===== src/rtl/me0_address_t.sv =====
// Load/store address-phase stage (ME0) for the ldst1 AHB-Lite master port.
// Registers EX ops, drives the AHB address phase, and feeds the ME1 data-phase registers.
module me0_address_t #(
  parameter logic [31:0] RESET_ADDR = 32'h00000000
) (
  input  logic        CLK,
  input  logic        RST,
  input  logic        ex_valid,
  input  logic [3:0]  ex_memop,
  input  logic [31:0] ex_addr,
  input  logic [31:0] ex_wdata,
  input  logic        flush,
  output logic        ex_ready,
  input  logic        me1_memhaz,
  input  logic        ldst1_ahb_HREADY,
  input  logic        ldst1_ahb_HRESP,
  output logic [31:0] ldst1_ahb_HADDR,
  output logic [1:0]  ldst1_ahb_HTRANS,
  output logic        ldst1_ahb_HWRITE,
  output logic [2:0]  ldst1_ahb_HSIZE,
  output logic [2:0]  ldst1_ahb_HBURST,
  output logic [3:0]  ldst1_ahb_HPROT,
  output logic [1:0]  r_me1_alu_Q,
  output logic [3:0]  r_me1_memop_Q,
  output logic [31:0] r_me1_wtdat_Q,
  output logic        exc_valid,
  output logic [1:0]  exc_cause,
  output logic [31:0] exc_addr
);

  localparam logic [1:0] HTRANS_IDLE   = 2'b00;
  localparam logic [1:0] HTRANS_NONSEQ = 2'b10;

  function automatic logic is_store(input logic [3:0] m);
    return (m == 4'h1) || (m == 4'h2) || (m == 4'h3);
  endfunction

  function automatic logic is_legal(input logic [3:0] m);
    return is_store(m) || ((m >= 4'h9) && (m <= 4'hd));
  endfunction

  function automatic logic [2:0] size_of(input logic [3:0] m);
    case (m)
      4'h2, 4'hb, 4'hc: size_of = 3'd1;
      4'h3, 4'hd:       size_of = 3'd2;
      default:          size_of = 3'd0;
    endcase
  endfunction

  logic        me0_valid_q, me0_valid_d;
  logic [3:0]  me0_memop_q, me0_memop_d;
  logic [31:0] me0_addr_q,  me0_addr_d;
  logic [31:0] me0_wdata_q, me0_wdata_d;
  logic        me0_misal_q, me0_misal_d;

  logic [3:0]  me1_memop_q, me1_memop_d;
  logic [1:0]  me1_alu_q,   me1_alu_d;
  logic [31:0] me1_wtdat_q, me1_wtdat_d;
  logic [31:0] me1_addr_q,  me1_addr_d;

  logic        exc_valid_q, exc_valid_d;
  logic [1:0]  exc_cause_q, exc_cause_d;
  logic [31:0] exc_addr_q,  exc_addr_d;

  logic        advance;
  logic        take;
  logic [2:0]  ex_size;
  logic        bus_err;
  logic        mis_exc;

  always_comb begin
    advance = !me1_memhaz && !RST;
    take    = ex_valid && !flush && is_legal(ex_memop);
    ex_size = size_of(ex_memop);

    me0_valid_d = me0_valid_q;
    me0_memop_d = me0_memop_q;
    me0_addr_d  = me0_addr_q;
    me0_wdata_d = me0_wdata_q;
    me0_misal_d = me0_misal_q;
    me1_memop_d = me1_memop_q;
    me1_alu_d   = me1_alu_q;
    me1_wtdat_d = me1_wtdat_q;
    me1_addr_d  = me1_addr_q;

    if (advance) begin
      // Bubbles are all-zero so they flow into ME1 as memop 0 with clean data.
      me0_valid_d = take;
      me0_memop_d = take ? ex_memop : 4'h0;
      me0_addr_d  = take ? ex_addr  : 32'h0;
      me0_wdata_d = (take && is_store(ex_memop)) ? (ex_wdata << {ex_addr[1:0], 3'b000}) : 32'h0;
      me0_misal_d = take && (((ex_size == 3'd1) && ex_addr[0]) ||
                             ((ex_size == 3'd2) && (ex_addr[1:0] != 2'b00)));

      me1_memop_d = (me0_valid_q && !me0_misal_q) ? me0_memop_q : 4'h0;
      me1_alu_d   = me0_addr_q[1:0];
      me1_wtdat_d = me0_wdata_q;
      me1_addr_d  = me0_addr_q;
    end

    // Bus error on the data phase outranks a misalignment from the younger op.
    bus_err     = (me1_memop_q != 4'h0) && ldst1_ahb_HRESP;
    mis_exc     = advance && me0_valid_q && me0_misal_q;
    exc_valid_d = bus_err || mis_exc;
    exc_cause_d = 2'd0;
    exc_addr_d  = 32'h0;
    if (bus_err) begin
      exc_cause_d = 2'd3;
      exc_addr_d  = me1_addr_q;
    end else if (mis_exc) begin
      exc_cause_d = is_store(me0_memop_q) ? 2'd2 : 2'd1;
      exc_addr_d  = me0_addr_q;
    end
  end

  always_ff @(posedge CLK or posedge RST) begin
    if (RST) begin
      me0_valid_q <= 1'b0;
      me0_memop_q <= 4'h0;
      me0_addr_q  <= 32'h0;
      me0_wdata_q <= 32'h0;
      me0_misal_q <= 1'b0;
      me1_memop_q <= 4'h0;
      me1_alu_q   <= 2'b00;
      me1_wtdat_q <= 32'h0;
      me1_addr_q  <= 32'h0;
      exc_valid_q <= 1'b0;
      exc_cause_q <= 2'd0;
      exc_addr_q  <= 32'h0;
    end else begin
      me0_valid_q <= me0_valid_d;
      me0_memop_q <= me0_memop_d;
      me0_addr_q  <= me0_addr_d;
      me0_wdata_q <= me0_wdata_d;
      me0_misal_q <= me0_misal_d;
      me1_memop_q <= me1_memop_d;
      me1_alu_q   <= me1_alu_d;
      me1_wtdat_q <= me1_wtdat_d;
      me1_addr_q  <= me1_addr_d;
      exc_valid_q <= exc_valid_d;
      exc_cause_q <= exc_cause_d;
      exc_addr_q  <= exc_addr_d;
    end
  end

  // Wait states are carried by me1_memhaz, so HREADY is not consulted here.
  logic unused_hready;
  assign unused_hready = ldst1_ahb_HREADY;

  assign ex_ready         = advance;
  assign ldst1_ahb_HTRANS = (me0_valid_q && !me0_misal_q) ? HTRANS_NONSEQ : HTRANS_IDLE;
  assign ldst1_ahb_HADDR  = me0_valid_q ? me0_addr_q : RESET_ADDR;
  assign ldst1_ahb_HWRITE = is_store(me0_memop_q);
  assign ldst1_ahb_HSIZE  = size_of(me0_memop_q);
  assign ldst1_ahb_HBURST = 3'b000;
  assign ldst1_ahb_HPROT  = 4'b0011;
  assign r_me1_alu_Q      = me1_alu_q;
  assign r_me1_memop_Q    = me1_memop_q;
  assign r_me1_wtdat_Q    = me1_wtdat_q;
  assign exc_valid        = exc_valid_q;
  assign exc_cause        = exc_cause_q;
  assign exc_addr         = exc_addr_q;

endmodule

===== config.mk =====
export PLATFORM = sky130hd
export DESIGN_NAME = me0_address_t
export DESIGN_NICKNAME = d
export VERILOG_FILES = /design/src/rtl/me0_address_t.sv
export SDC_FILE = /design/constraint.sdc
export NUM_CORES = 1
export LEC_CHECK = 0
export CAP_MARGIN = 20
export CORE_MARGIN = 2
export CORE_UTILIZATION = 30
export CTS_CLUSTER_SIZE = 30
export DETAILED_ROUTE_END_ITERATION = 16
export GPL_TIMING_DRIVEN = 0
export PLACE_DENSITY = 0.53
export SYNTH_ARGS = -nofsm -noshare
export SYNTH_HDL_FRONTEND = slang
export SYNTH_SLANG_ARGS = --single-unit
export TNS_END_PERCENT = 10

===== constraint.sdc =====
create_clock -name CLK -period 16.5 [get_ports CLK]
set_input_delay 1.65 -clock CLK [delete_from_list [all_inputs] [get_ports CLK]]
set_output_delay 1.65 -clock CLK [all_outputs]
set_load 0.05 [all_outputs]

# Word-level counts from Yosys, hierarchy flattened
# Cells that the tools add are included.
# Widths: inputs -> output; s select.
dict set report word_totals {
  input_bits 75
  wordCells 71
  out_inout_bits 119
  regBits 175
}
dict set report op_classes {
  magnitude_cmp 2
  n_shift 1
  n_reduce_logical 29
  eq_ne 14
  mux 13
}
# op n
set ops {}
lappend ops {{$mux 32} 5}
lappend ops {{$shl 32x5->32} 1}
lappend ops {{$eq 4x4->1 const B} 6}
lappend ops {{$eq 4x2->1 const B} 4}
lappend ops {{$logic_and 1x1->1} 12}
lappend ops {{$eq 4x1->1 const B} 2}
lappend ops {{$mux 2} 4}
lappend ops {{$mux 4} 2}
lappend ops {{$pmux 2 s2} 2}
lappend ops {{$logic_or 1x1->1} 7}
lappend ops {{$reduce_or 3->1} 2}
lappend ops {{$ge 4x4->1 const B} 1}
lappend ops {{$le 4x4->1 const B} 1}
lappend ops {{$logic_not 1->1} 4}
lappend ops {{$reduce_bool 4->1} 1}
lappend ops {{$reduce_or 2->1} 2}
lappend ops {{$eq 3x1->1 const B} 1}
lappend ops {{$eq 3x2->1 const B} 1}
lappend ops {{$reduce_bool 2->1} 1}

# Longest topological paths before layout
dict set report depth {
  depth_word 7
  mapped_depth 7
  ltp_nobuf 4
}

# Least setup slack after synthesis
# OpenSTA, ideal clock, no wires.
dict set report synth_path {
  kind {input to output}
  startpoint {input port me1_memhaz}
  endpoint {output port ex_ready}
  t_arrival_ns 2.687
  setup_slack_ns 12.163
  n_path_buf 3
  path_stages 5
  required_time_ns 14.850
  cell_sequence {or2_1 > buf_6 > inv_1 > clkbuf_1 > buf_2}
}
dict set report synth_between {
  elab_chain_len 2
}
# element line_no
set synth_lines {}
lappend synth_lines {{from (decl)} 14} ;# input logic me1_memhaz,
lappend synth_lines {{$logic_not 1->1} 72} ;# advance = !me1_memhaz && !RST;
lappend synth_lines {{$logic_and 1x1->1} 72}
lappend synth_lines {{to (decl)} 13} ;# output logic ex_ready,
# No other way between the ends.

# Worst setup path after layout
dict set report layout_path {
  startpoint {input port RST}
  endpoint {output port ex_ready}
}
dict set report layout_between {
  elab_chain_len 2
}
# element line_no
set layout_lines {}
lappend layout_lines {{from (decl)} 7} ;# input logic RST,
lappend layout_lines {{$logic_not 1->1 (no line)} -}
lappend layout_lines {{$logic_and 1x1->1} 72}
# No other way between the ends.

==> summary.txt <==
Power
  • Part of the power in combinational logic: 11.2%
  • P_leak: slightly below 5 nW
  • Switching Share: between 20% and 30%
  • Worst vdd ir: 0.00005495 V
  • Switch Pwr: between 0.2 and 0.3 mW
  • Reg power frac: 47.1%
  • Clock network power share: 41.7%
  • Internal: 0.6852 mW
  • Power per cell area: 93.07 nW/um2

Floorplan
  • Core area: 24180 um2
  • Die Area: 25770 um2
  • Initial Util: 30.41%
  • Rows: 57
  • Top Ports: 194
  • Chip width: 160.5 um
  • Die H: 160.5 um

Min path
  • Worst hold path startpoint: me1_addr_q[13]
  • Worst Hold Endpoint: exc_addr[13]
  • Hold depth: 2
  • Worst Hold Class: reg2reg

Synth
  • Post-synthesis sequential area ratio: 58.88%
  • Synthesized area per cell: 9.803 um2
  • Number of enable flip-flop cells after synthesis: 0
  • Cells after Synth: 750
  • Syn. warnings: 0
  • Ys flop type: dfrtp_1
  • Distinct cells, synth: 35
  • #FFs+latches synth: between 150 and 200
  • Post-Syn Area: roughly 7400 um2
  • Async SR Flop Fraction: 100.0%

Routing
  • Initial drt markers: 288
  • Post-DR vias/cell: 4.575
  • DRC Markers: 0
  • Total wire length: approximately 22 mm
  • Via count: 5924
  • Remaining antenna violation count: 0
  • WL/cell: 17.14 um
  • DR pass1 iterations: 5

Worst setup path
  • Setup crit start kind: input port
  • R2R depth: 4
  • Critical Path AT: ~4.4 ns
  • Worst R2R Start: r_me1_memop_Q[0]
  • Worst R2R End: exc_addr[27]
  • CP Max Fanout: 10
  • Critical path data required time: 14.85 ns
  • FF-to-FF setup slack: around 14 ns
  • Crit path kind: in2out
  • Critical path endpoint category: output pin

Clocking
  • Post-cts sizing count: 0
  • CTS tree: done
  • Setup Fix Bufs, Post-CTS: 0
  • Reg clk slew, reported paths: 0.07 ns
  • Hold_buf cts: 0
  • Bufs on Longest Clock Path: 2
  • CTS buffer count: 17
  • Htree depth: 4
  • Root Buffer: clkbuf_16
  • Clk_lat worst skew: 0.42 ns
  • Clk sinks: 173

Layout
  • Ant diodes: 0
  • Total Nets Final: 1033
  • Layout area overhead: 38.95%
  • Layout cells sized above 1: 7.312%
  • Filler cells: 2392

STA
  • Setup TNS: 0 ns
  • Worst clock skew: between 0.009 and 0.01 ns
  • Max_slew headroom: 39.55%
  • Hold Vio Cnt, Final: 0
  • Slew Viols, Final: 0
  • WHS: around 0.47 ns
  • Unrepaired setup endpoints after global routing: no
  • Fmax: roughly 0.17 GHz
  • Slew @ Worst Pin: 0.9068 ns
  • Crit share post-route: 36.62%
  • Minimum clock period: 6.042 ns
  • Final Setup Violations: 0

Global routing
  • GRT overflow: 0
  • Gr usage total: 17.57%
  • Global-route wire length before repair: 34.83 mm
  • Initial antenna violation count: 0
  • Largest net degree at the start of global routing: 92
  • Vias in the first global route: between 5000 and 6000

Job
  • Max-Cap Viols: 0

Place
  • Port Buffers: 181
  • Final GP Congestion: around 0.75
  • HPWL after detailed placement: 16.04 mm

Outcome
  • Status: completed
metrics by stage:
step                      setup WS, ns  utilization (%)  total power [mW]  instance area [um2]  std cells
after global routing             10.29            42.26            0.9894                10220       1295
after CTS                        10.38            42.26            0.9626                10220       1295
after global placement           7.489            39.69            0.5629                 9595       1262
after detailed placement         10.39            39.83            0.5641                 9630       1263
final                            10.46            42.26            0.9508                10220       1295
after floorplan                  10.16                -            0.5156                 7378        757
state kept, by name, summed over array words and instances, names as in the netlist:
signal and flops:
exc_addr 32, exc_cause 2, exc_valid 1, me0_addr_q 32, me0_memop_q 4, me0_misal_q 1
me0_valid_q 1, me0_wdata_q 32, me1_addr_q 31, r_me1_alu_Q 1, r_me1_memop_Q 4, r_me1_wtdat_Q 32
critical path, stage by stage:
cell,delay [ns]
clkdlybuf4s50_1,0.53
or2_1,0.28
buf_6,0.14
inv_1,0.10
clkbuf_1,0.48
buf_2,0.35
clkdlybuf4s50_1,0.84
power by group through the flow:
stage                     registers (mW)  clock network [mW]  logic [mW]
after detailed placement           0.456                   0       0.108
after floorplan                    0.460                   0      0.0556
after global placement             0.456                   0       0.107
after CTS                          0.448               0.406       0.109
final                              0.448               0.396       0.107
after global routing               0.450               0.423       0.116
layer usage:
layer,wire length [um],GRT usage [%],vias up
met1,10830,25.76,2896
li1,-,-,2863
met2,10050,26.41,153
met4,190,4.382,0
met3,1132,3.874,12
met5,0,0,-
layout by cell type (no fill, tap or decap), types with 2 or more instances in the layout:
master,synthesis,layout
clkinv_8,0,3
a21o_1,2,2
o21ai_0,23,23
dfrtp_1,173,173
nand3_1,35,35
buf_4,11,11
clkbuf_16,0,17
buf_1,3,3
clkbuf_1,33,33
a32o_1,2,2
nor2_1,4,4
inv_1,3,2
inv_6,0,5
nand2_1,300,300
nor3_1,2,2
a22o_1,40,40
nor2b_1,3,3
clkinvlp_4,0,2
mux2_2,8,8
mux2i_1,25,25
conb_1,2,9
inv_8,0,4
clkdlybuf4s50_1,0,181
buf_2,10,10
o31ai_1,8,8
nand2b_1,2,2
and2_1,34,34
o21ai_1,2,2
nand3b_1,3,3
buf_6,4,4
a2bb2oi_1,8,8
Yosys cell counts (2+ instances only):
| library cell | count | share of area [%] |
|---|---|---|
| clkbuf_1 | 33 | 1.7 |
| conb_1 | 2 | 0.10 |
| nor3_1 | 2 | 0.14 |
| buf_1 | 3 | 0.15 |
| o21ai_1 | 2 | 0.14 |
| a2bb2oi_1 | 8 | 0.95 |
| a32o_1 | 2 | 0.27 |
| a21o_1 | 2 | 0.20 |
| a22o_1 | 40 | 4.8 |
| inv_1 | 3 | 0.15 |
| buf_4 | 11 | 1.1 |
| nand3b_1 | 3 | 0.31 |
| mux2_2 | 8 | 1.2 |
| dfrtp_1 | 173 | 59 |
| and2_1 | 34 | 2.9 |
| nand3_1 | 35 | 2.4 |
| buf_6 | 4 | 0.61 |
| nor2b_1 | 3 | 0.26 |
| buf_2 | 10 | 0.68 |
| o31ai_1 | 8 | 0.82 |
| mux2i_1 | 25 | 3.4 |
| nor2_1 | 4 | 0.20 |
| nand2_1 | 300 | 15 |
| o21ai_0 | 23 | 1.6 |
| nand2b_1 | 2 | 0.17 |
how the worst max path moves through the flow:
stage                                   end  startpoint  cells past startpoint  slack, ns
after floorplan                 exc_addr[0]         RST                      1      10.16
after global placement    r_me1_wtdat_Q[21]         RST                      2       7.49
after detailed placement           ex_ready         RST                      7      10.39
after CTS                          ex_ready         RST                      7      10.38
after global routing               ex_ready         RST                      7      10.29
final                              ex_ready         RST                      7      10.46
kinds of logic (layout without fill, tap and decap cells):
group,count (synthesis),after routing,synth area share (%)
other,2,9,0.1021
DFF,173,173,58.88
buffers and inverters,64,278,4.408
muxes,33,33,4.629
and+or+nand+nor,387,387,22.17
xor gates and xnor gates,1,1,0.1192
AOI/OAI and AO/OA,90,90,9.684
layout make-up:
type / instances / area [um2] / share of cell area (%)
flip-flops and latches: 173 / 4329 / 42.38
clock inverters: 14 / 146.4 / 1.433
well taps: 324 / 405.4 / 3.968
repair buffers: 182 / 1839 / 18.00
plain buffers: 61 / 312.8 / 3.062
multi-input cells: 520 / 2725 / 26.67
inverters: 3 / 18.77 / 0.1837
clock buffers: 18 / 439.2 / 4.299
Note: power is estimated with default switching activity, not from simulation.
==> edit: new RTL, same settings <==
Make the reset (`RST`) synchronous in one clocked block.
--- a/src/rtl/me0_address_t.sv
+++ b/src/rtl/me0_address_t.sv
@@ -114,5 +114,5 @@
   end
 
-  always_ff @(posedge CLK or posedge RST) begin
+  always_ff @(posedge CLK) begin
     if (RST) begin
       me0_valid_q <= 1'b0;
Formal check against the unedited RTL: differs if RST is asserted again (counterexample within 4 cycles, from zero or initial values and one cycle with RST high); with RST held inactive, the same outputs for 4 cycles.
==> edit against the unedited design <==
Total power is 5.9% lower. Worst setup slack better by 1.1 ns. Routed wire length is 3.4% lower. Global-route usage is 0.17 points higher. Critical endpoint unchanged. Sequential cell count stayed put. Area after synthesis is 6.7% lower. Fmax is 23% higher. Design area is 5.5% lower.
==> edit: results (changes against the unedited design) <==
status:
  status: "finished clean"
worst_setup_path:
  crit_slowest_cell: "clkdlybuf4s50_1"
  crit_fanout: 5  # -5
  arrival_ns: 3.26  # -1.13 ns
  slowest_delay_ns: 0.89  # +0.05 ns
placed_design:
  globalplace.congestion: 0.830  # +10%
  placed_area_um2: 9060  # -5.9%
  port_buffers: 181  # unchanged
  dpl.hpwl_um: 15800  # -1.6%
  numPlacedInstances: 1201  # -4.9%
timing:
  finalHoldViolCount: 0  # unchanged
  worst_clock_skew_ns: 0.00641  # -0.00323 ns
  worstMarginPinSlew_ns: 0.879  # -0.0277 ns
synth:
  synth_cell_type_count: 36  # +2.9%
  synth.top_cells.by_count: "dfxtp_1, nor2_1, mux2i_1"
  synthArstFlopShare: 0  # -1.00
  yosys_warnings: 0  # unchanged
  synth.yosys.seq_area_share: 0.505  # -0.0837
  synth-edff-count: 0  # unchanged
  syn_avg_cell_area_um2: 9.42  # -3.9%
  yosys-top-cells-area: "dfxtp_1, mux2i_1, nor2_1"
cts:
  clockRootBuffer: "clkbuf_16"
  clock_latency_ns: 0.42  # about the same
  cts_inserted_buffers: 17  # unchanged
  clkSlewWorstSetupHoldPaths_ns: 0.06
  cts_resized: 0  # unchanged
  post_cts.repair.setup_buffers: 0  # unchanged
  clockBufferDepth: 2  # unchanged
  cts_max_level: 4  # unchanged
final_layout:
  fillCellCount: 2259  # -5.6%
  n_antenna_cell: 0  # unchanged
  fin_nets: 1010  # -2.2%
  drive_above_1_share: 0.0729  # -0.000259
global_routing:
  grt_pass1_vias: 5711  # -4.0%
  grt_start_max_net_pins: 17  # -82%
  grt_usage: 0.177  # +0.00174
  antenna_found_initial: 0  # unchanged
  grt_pass1_wl_um: 33000  # -5.2%
detailed_routing:
  totalWireLength_um: 21400  # -3.4%
  routedWlPerCell_um: 17.4  # +1.5%
  first_pass_iters: 5  # unchanged
  vias_per_cell: 4.75  # +3.8%
  met3RoutedLength_um: 1300  # +15%
  met1Wirelength_um: 10200  # -5.4%
  dr_wl_met2_um: 9710  # -3.4%
  drt_iter0_drc: 270  # -6.3%
  top_layer: "met4"
power:
  power.share.switching: 0.238  # -0.0414
  power.leakage_nw: 3.57  # -28%
  vdd_drop_max_mv: 0.0654  # +19%
worst_hold_path:
  hold_class: "reg -> reg"
[edit: changes by cell type after synthesis, sizes merged, moves of 8 or more]
cell,delta
clkbuf,+13
nor2,+130
o21ai,-16
nand2,-252
a22oi,+50
a2bb2oi,-8
mux2i,+48
a22o,-31
dfxtp,+173
a21oi,+43
dfrtp,-173
a32oi,+9
[edit: logic make-up (layout without fill, tap and decap cells)]
family | Yosys count | count (layout) | synth area share
mux | 87 | 87 | 0.141
flops | 173 | 173 | 0.505
simple gates | 267 | 267 | 0.177
buf+inv | 72 | 284 | 0.0493
other cells | 2 | 9 | 0.00110
compound gates | 127 | 127 | 0.126
[edit: power groups by stage]
| stage | Clock, mW | Combinational, mW | Sequential, mW |
|---|---|---|---|
| 4_1_cts | 0.414 | 0.0707 | 0.420 |
| 3_3_place_gp | 0 | 0.0706 | 0.430 |
| 3_5_place_dp | 0 | 0.0704 | 0.430 |
| 5_1_grt | 0.427 | 0.0751 | 0.421 |
| 2_1_floorplan | 0 | 0.0367 | 0.430 |
| 6_report | 0.404 | 0.0702 | 0.421 |
[edit: layer usage]
layer / up-vias / track usage
met5: - / 0
met4: 0 / 0.0419
met3: 17 / 0.0437
met2: 188 / 0.281
met1: 2737 / 0.245
li1: 2909 / -
[edit: path summary, 6_finish.rpt]
path                  end  cells after the start             start  slack, ns
max              ex_ready                      3               RST      11.59
min          exc_addr[11]                      2    me1_addr_q[11]       0.45
max reg2reg  exc_addr[17]                      4  r_me1_memop_Q[0]      14.46
min reg2reg  exc_addr[11]                      2    me1_addr_q[11]       0.45
[edit: layout make-up]
class	count	area (um^2)	share of cell area
buffer	71	334	0.0346
clock buffer	19	453	0.0469
clock inverter	12	138	0.0143
inverter	1	3.75	0.000389
multi-input combinational	490	3090	0.320
sequential	173	3460	0.359
tap	285	357	0.0370
timing repair buffer	181	1810	0.188
[edit: stage by stage]
stage	setup WS (ns)	util	total power [mW]
detailed placement	11.59	0.401	0.500
finish	11.59	0.427	0.894
global placement	11.61	0.401	0.501
global route	11.53	0.427	0.923
CTS	11.59	0.427	0.905
floorplan	12.41	-	0.467
[edit: critical path: cells and delay by family]
family | cells | cell delay [ns]
buffers and inverters | 2 | 1.42
AND/OR/NAND/NOR | 1 | 0.19
